<file path="src/rtl/sparc_exu_alu_arb.sv">
// Adder arbiter and output-select sequencer for the EXU ALU: shares the adder between
// the E-stage pipeline op and an auxiliary address-generation requester.
module sparc_exu_alu_arb #(
    parameter int STARVE_MAX = 7,
    parameter int CNT_W      = 3,
    parameter int STAT_W     = 8
) (
    input  logic              rclk,
    input  logic              arst_l,
    input  logic              pipe_vld_e,
    input  logic [1:0]        pipe_op_e,
    input  logic              pipe_cin_e,
    input  logic              aux_req,
    input  logic              aux_cin,
    output logic              aux_gnt,
    output logic              pipe_stall_e,
    output logic              alu_out_sel_sum_e_l,
    output logic              alu_out_sel_rs3_e_l,
    output logic              alu_out_sel_shift_e_l,
    output logic              alu_out_sel_logic_e_l,
    output logic              alu_src_sel_aux,
    output logic              alu_cin_e,
    output logic              aux_rslt_vld,
    output logic [CNT_W-1:0]  starve_cnt,
    output logic [STAT_W-1:0] stall_cnt
);

    localparam logic [CNT_W-1:0] STARVE_LIM = CNT_W'(STARVE_MAX);

    logic             force_aux;
    logic             pipe_served;
    logic [CNT_W-1:0] starve_nxt;

    // Arbitration is gated by arst_l so the datapath sees an idle slot during reset.
    always_comb begin
        force_aux    = aux_req & (starve_cnt == STARVE_LIM);
        aux_gnt      = arst_l & aux_req & (~pipe_vld_e | force_aux);
        pipe_stall_e = arst_l & pipe_vld_e & aux_req & force_aux;
        pipe_served  = arst_l & pipe_vld_e & ~pipe_stall_e;
    end

    always_comb begin
        alu_out_sel_sum_e_l   = 1'b0;
        alu_out_sel_logic_e_l = 1'b1;
        alu_out_sel_shift_e_l = 1'b1;
        alu_out_sel_rs3_e_l   = 1'b1;
        alu_src_sel_aux       = 1'b0;
        alu_cin_e             = 1'b0;
        if (aux_gnt) begin
            alu_src_sel_aux = 1'b1;
            alu_cin_e       = aux_cin;
        end else if (pipe_served) begin
            alu_cin_e = pipe_cin_e;
            case (pipe_op_e)
                2'b00: alu_out_sel_sum_e_l = 1'b0;
                2'b01: begin
                    alu_out_sel_sum_e_l   = 1'b1;
                    alu_out_sel_logic_e_l = 1'b0;
                end
                2'b10: begin
                    alu_out_sel_sum_e_l   = 1'b1;
                    alu_out_sel_shift_e_l = 1'b0;
                end
                default: begin
                    alu_out_sel_sum_e_l = 1'b1;
                    alu_out_sel_rs3_e_l = 1'b0;
                end
            endcase
        end
    end

    // A dropped or granted request restarts the wait; otherwise count up and hold at the limit.
    always_comb begin
        starve_nxt = starve_cnt;
        if (!aux_req || aux_gnt)
            starve_nxt = '0;
        else if (starve_cnt != STARVE_LIM)
            starve_nxt = starve_cnt + CNT_W'(1);
    end

    always_ff @(posedge rclk or negedge arst_l) begin
        if (!arst_l) begin
            starve_cnt   <= '0;
            aux_rslt_vld <= 1'b0;
            stall_cnt    <= '0;
        end else begin
            starve_cnt   <= starve_nxt;
            aux_rslt_vld <= aux_gnt;
            if (pipe_stall_e && (stall_cnt != {STAT_W{1'b1}}))
                stall_cnt <= stall_cnt + STAT_W'(1);
        end
    end

endmodule

</file>
<file path="config.mk">
export PLATFORM = sky130hd
export DESIGN_NAME = sparc_exu_alu_arb
export DESIGN_NICKNAME = d
export VERILOG_FILES = /design/src/rtl/sparc_exu_alu_arb.sv
export SDC_FILE = /design/constraint.sdc
export NUM_CORES = 1
export LEC_CHECK = 0
export ABC_CLOCK_PERIOD_IN_PS = 2900
export BUFFER_PORTS_ARGS = -buffer_cell sky130_fd_sc_hd__buf_2
export CORE_MARGIN = 1
export CORE_UTILIZATION = 41
export DETAILED_ROUTE_END_ITERATION = 16
export PLACE_DENSITY = 0.69
export SLEW_MARGIN = 30
export SYNTH_ARGS = -nofsm -noshare
export SYNTH_HDL_FRONTEND = slang
export SYNTH_SLANG_ARGS = --single-unit
</file>
<file path="constraint.sdc">
create_clock -name rclk -period 2.9 [get_ports rclk]
set_input_delay 0.145 -clock rclk [delete_from_list [all_inputs] [get_ports rclk]]
set_output_delay 0.145 -clock rclk [all_outputs]
set_load 0.05 [all_outputs]
</file>
==> metrics.txt, run 1 <==
status=complete, but fails checks; violated checks=design-rule violations; CTS tree=built; Nets=108; # DRC=2; final WL=1.398 mm; hold path start=aux_req; number of setup buffers added after CTS=0; CP Cell Sequence=ha_1 -> ha_1 -> nand2b_1 -> nand3_1 -> a21boi_0 -> buf_2; Netlist cell types=29; vias in the first global route=532; WP data arrival=1.93 ns; Reg-to-Reg End=stall_cnt[6]; Fmax=481.6 MHz; largest net degree at the start of global routing=20; cell taking the most area after synthesis=dfrtp_1; global-route wire length before repair=2.201 mm; Post-CTS Resized=0; layout cells sized above 1=36.46%; Final Hold Fails=0; initial antenna violation count=0; Initial Util=45.59%; mapped cell area=710.7 µm²; post-synthesis register bit count=12; worst hold path depth=2; worst hold margin=0.1902 ns; ANT cells=0; Worst Skew=0.005074 ns; hold worst-path end=starve_cnt[0]; register area=300.3 µm²; dpl cells=107; peak supply drop=218.6 µV; syn_nets=77; synth top area cells=dfrtp_1, ha_1, xor2_1, mux2i_1, nand3_1; commonest non-fill, non-tap cell in the layout=buf_2; Clock Latency Late Sink=0.27 ns; htree depth=1; GRT Total Usage=15.88%; PortBufs=27; total core area=0.001559 mm²; Critical R2R Launch=starve_cnt[0]; CP max stage cell=dfrtp_1; post-route minimum period=2.076 ns; Syn Inst Count=66; Max clock buf depth=2; Seq/Total Area, Yosys=42.25%; Final Cycle Share=71.60%; Setup crit start kind=flop; Final ANT Viol Nets=0; Cell Rows=14; Worst path most repeated cell=ha_1; Syn. warnings=0; fin area=897.1 µm²; die height=43.64 µm; num ports=28; PnR worst setup slack=0.8237 ns; routability congestion estimate=0.7810; die area=0.001904 mm²; Vias/cell=5.348; Crit path max-delay family=adder cells; Worst R2R Path Depth=5; Setup WS pre-CTS=1.081 ns; largest fanout on the critical path=7; RSZ-0062 raised after global routing=false; PD cells=421.8 mW/mm²; slew of the pin with the lowest slew margin=0.4300 ns; GRT Residual Overflow=0; Finished Core Util=57.54%; slew margin rel.=70.59%; CP required=2.76 ns; post-DP HPWL=1.032 mm; # clock sinks=12; Pleak=0.4784 nW; Fillers=147; post-placement cell area=850.8 µm²; Non-Filler Instances=112; critical path endpoint category=primary output; DR vias=599; Multi-input gate area=387.9 µm²; worst setup path start=starve_cnt[0]; most frequent cells in the layout=buf_2, dfrtp_1, nand3_1; post-synth top area share=42.25%; drt wl/cell=12.48 µm; CTS Buf Count=3; maxcap violations=0; total power=0.3784 mW; CP Depth=6; Clock Tree Root=clkbuf_4; Die Wd=43.64 µm; Final setup viols=0; Setup CP Type=flop to primary output; final setup TNS=0 ns; Initial DRC Count=13; r2r setup slk=1.08 ns; crit-path max cell delay=0.40 ns; max-slew violations=0; iteration count of the initial detailed-routing pass=10; HP Class=input port to flop; CP bufs+invs=1; Worst-path clk slew=0.08 ns; Mean Syn Cell Area=10.77 µm²; Layout Area Growth over Synthesis=26.23%
==> worst max-delay path by stage <==
stage               slack [ns]           end
floorplan                 0.24     alu_cin_e
global placement          1.13  stall_cnt[6]
detailed placement        1.08  stall_cnt[6]
CTS                       0.79     alu_cin_e
global route              0.66     alu_cin_e
finish                    0.82     alu_cin_e
==> area by class of cell <==
cell class,count,share of cell area (%)
well taps,16,2.232
flip-flops and latches,12,33.47
inverters,2,0.8368
clock buffers,4,4.045
repair buffers,28,16.18
multi-input cells,50,43.24
==> worst register-to-register path, cell delays in order (launching register included) <==
cell and delay [ns]:
dfrtp_1 0.40, ha_1 0.16, ha_1 0.34, nand4_4 0.20
nor3_1 0.25, mux2_2 0.35
==> registers in the layout (all words and copies together), names as in the netlist <==
name,flops
starve_cnt,3
aux_rslt_vld,1
stall_cnt,8
==> timing repair <==
action | 4_1_cts | 5_1_grt
endpoints found under the hold margin | 12 | 0
hold buffers | 1 | 0
setup endpoints to repair | 0 | 0
==> kinds of logic (layout without fill, tap and decap cells) <==
family | count (synthesis) | in the layout | synth area share, %
AOI/OAI and AO/OA | 11 | 11 | 10.74
xor gates and xnor gates | 5 | 5 | 6.162
adders and majority gates | 3 | 3 | 5.282
buffers and inverters | 4 | 34 | 3.169
DFF | 12 | 12 | 42.25
muxes | 5 | 5 | 7.922
and+or+nand+nor | 26 | 26 | 24.47
==> synthesized netlist by cell type (all sizes together) <==
cell     number
nand3b        3
a2111oi       1
and3          3
mux2          2
nor3          1
o21ai         1
a21o          1
dfrtp        12
xnor2         1
and4          1
o22ai         2
nor2          1
o21a          1
a21oi         1
and2          3
a21boi        1
mux2i         3
xor2          4
inv           2
nand2b        2
nand2         3
nand4         1
a211oi        3
buf           2
or3           1
nand3         6
ha            3
nor4b         1
==> report_power, final <==
part	leakage, nW	total (mW)	switching (mW)	internal, mW
combinational	0.292	0.0718	0.0506	0.0212
clock	0.0210	0.131	0.0548	0.0762
sequential	0.165	0.176	0.00382	0.172
total	0.478	0.378	0.109	0.269
==> metal layers <==
metal	GRT usage [%]	wire length [µm]	vias to the layer above
met5	0	0	-
li1	-	-	303
met4	11.25	21	0
met3	2.500	57	4
met2	25.67	688	14
met1	19.15	631	278
Power figures use the tool's default switching activity.
==> inputs of run 2 (changes only) <==
--- a/config.mk
+++ b/config.mk
@@ -5,7 +5,7 @@
 export SDC_FILE = /design/constraint.sdc
 export NUM_CORES = 1
 export LEC_CHECK = 0
-export ABC_CLOCK_PERIOD_IN_PS = 2900
+export ABC_CLOCK_PERIOD_IN_PS = 2000
 export BUFFER_PORTS_ARGS = -buffer_cell sky130_fd_sc_hd__buf_2
 export CORE_MARGIN = 1
 export CORE_UTILIZATION = 41
==> constraint.sdc (replaced) <==
create_clock -name rclk -period 2 [get_ports rclk]
set_input_delay 0.1 -clock rclk [delete_from_list [all_inputs] [get_ports rclk]]
set_output_delay 0.1 -clock rclk [all_outputs]
set_load 0.05 [all_outputs]
==> run 2 against run 1 <==
Against the previous run: the run still ends with design-rule violations left; largest cell class unchanged; utilization is 1.6 points higher; critical path depth fell by 1; combinational power is 55% higher; clock power increased by 19%; largest power group unchanged; count of clock-buffer cells in the layout stayed put; clock skew fell by 0.0029 ns; sequential power is 45% higher; sequential cell count stayed put; non-clock buffer count is 2 higher; wire length increased by 3.4%; global-route usage rose by 1.8 points; sequential share of layout area decreased by 0.64 points.
==> metrics.txt, run 2 (same netlist as run 1, synthesis figures left out) <==
status=complete, but fails checks; violated checks=design-rule violations; iteration count of the initial detailed-routing pass=10 (unchanged); Worst-path clk slew=0.07 ns (about the same); Final setup viols=0 (unchanged); Initial DRC Count=7 (-6); PortBufs=27 (unchanged); Largest Register=stall_cnt; layout cells sized above 1=42.86% (+6.4 points); Clock Latency Late Sink=0.27 ns (about the same); ANT cells=0 (unchanged); largest net degree at the start of global routing=12 (-40%); CTS tree=built; CP bufs+invs=1 (unchanged); Final Hold Fails=0 (unchanged); vias in the first global route=550 (+3.4%); total core area=0.001559 mm² (unchanged); global-route wire length before repair=2.449 mm (+11%); htree depth=1 (unchanged); final setup TNS=0 ns (unchanged); fin area=922.1 µm² (+2.8%); worst hold margin=0.1591 ns (-0.03113 ns); Initial Util=45.59% (unchanged); total power=0.5225 mW (+38%); dpl cells=109 (+1.9%); Finished Core Util=59.15% (+1.6 points); CTS Buf Count=3 (unchanged); post-route minimum period=1.884 ns; Non-Filler Instances=114 (+1.8%); Die Wd=43.64 µm (unchanged); die area=0.001904 mm² (unchanged); routability congestion estimate=0.7906 (+1.2%); Final Cycle Share=94.20%; Setup crit start kind=flop; GRT Residual Overflow=0 (unchanged); critical path endpoint category=primary output; Cell Rows=14 (unchanged); Nets=110 (+1.9%); CP max stage cell=dfrtp_2; Pleak=0.4766 nW (-0.39%); WP data arrival=1.78 ns (-0.15 ns); post-DP HPWL=1.077 mm (+4.4%); Max clock buf depth=2 (unchanged); PnR worst setup slack=0.1160 ns (-0.7077 ns); # clock sinks=12 (unchanged); Setup CP Type=flop to primary output; number of setup buffers added after CTS=0 (unchanged); GRT Total Usage=17.71% (+1.8 points); Layout Area Growth over Synthesis=29.75%; # DRC=2 (unchanged); Fillers=153 (+4.1%); most frequent cells in the layout=buf_2, dfrtp_1, nand3_1; die height=43.64 µm (unchanged); top flop regs=stall_cnt (8), starve_cnt (3), aux_rslt_vld (1); slew of the pin with the lowest slew margin=0.4180 ns (-0.01202 ns); HP Class=input port to flop; number of flip-flops in the largest register=8 (unchanged); Setup WS pre-CTS=0.3164 ns (-0.7650 ns); RSZ-0062 raised after global routing=false; Worst Skew=0.002154 ns (-0.002920 ns); Final ANT Viol Nets=0 (unchanged); maxcap violations=0 (unchanged); Fmax=530.8 MHz; Vias/cell=5.342 (-0.11%); slew margin rel.=71.41% (+0.82 points); final WL=1.445 mm (+3.4%); crit-path max cell delay=0.43 ns (+0.03 ns); commonest non-fill, non-tap cell in the layout=buf_2; peak supply drop=295.3 µV (+35%); post-placement cell area=873.3 µm² (+2.6%); Crit path max-delay family=simple AND/OR/NAND/NOR gates; largest fanout on the critical path=4 (-3); drt wl/cell=12.68 µm (+1.5%); initial antenna violation count=0 (unchanged); DR vias=609 (+1.7%); PD cells=566.7 mW/mm² (+34%); Clock Tree Root=clkbuf_4; CP required=1.90 ns (-0.86 ns); CP Cell Sequence=ha_1 -> ha_2 -> nand2b_1 -> and3_2 -> buf_2; max-slew violations=0 (unchanged); num ports=28 (unchanged)
-- run 2: cell count changes in the layout (fill, tap and decap cells not counted), moves of 2 or more --
cell	before	now
buf_4	0	3
and3_1	3	1
dfrtp_1	12	10
dfrtp_2	0	2
buf_2	27	25
-- run 2: path summary, 6_finish.rpt --
kind | startpoint | end | slack [ns] | depth (start not counted)
setup / recovery | starve_cnt[0] | alu_src_sel_aux | 0.12 | 5
hold / removal | aux_req | starve_cnt[2] | 0.16 | 2
setup reg to reg | starve_cnt[0] | stall_cnt[6] | 0.35 | 5
hold reg to reg | stall_cnt[0] | stall_cnt[0] | 0.52 | 1
max in group asynchronous | arst_l | starve_cnt[0] | 1.37 | 3
min in group asynchronous | arst_l | starve_cnt[2] | 0.22 | 2
-- run 2: what timing repair did --
action / in CTS / in global routing
hold endpoints to repair: 12 / 0
gates resized for setup: 0 / 5
setup endpoints to repair: 0 / 6
hold buffers: 1 / 0
-- run 2: worst register-to-register path: stages (launching register included) --
cell,delay (ns)
dfrtp_2,0.40
ha_1,0.16
ha_2,0.23
nand4_4,0.18
nor3_1,0.24
mux2_2,0.35
-- run 2: layer usage --
layer	GRT usage, %	share of wire (%)	routed length [µm]
met1	23.67	49	706
met2	26.87	45	648
met4	7.500	1.9	28
met3	5.000	4.3	62
met5	0	0	0
-- run 2: area by class of cell --
cell class,count,area [µm²],share of cell area (%)
Multi-Input combinational cell,50,400.4,43.42
Sequential cell,12,302.8,32.84
Timing Repair Buffer,30,165.2,17.91
Tap cell,16,20.02,2.171
Inverter,2,7.507,0.8141
Clock buffer,4,26.28,2.849
-- run 2: report_power, final --
part / switching [mW] / total, mW / internal, mW
Combinational: 0.0757 / 0.111 / 0.0354
Sequential: 0.00581 / 0.256 / 0.250
Clock: 0.0785 / 0.156 / 0.0773
Total: 0.160 / 0.523 / 0.362
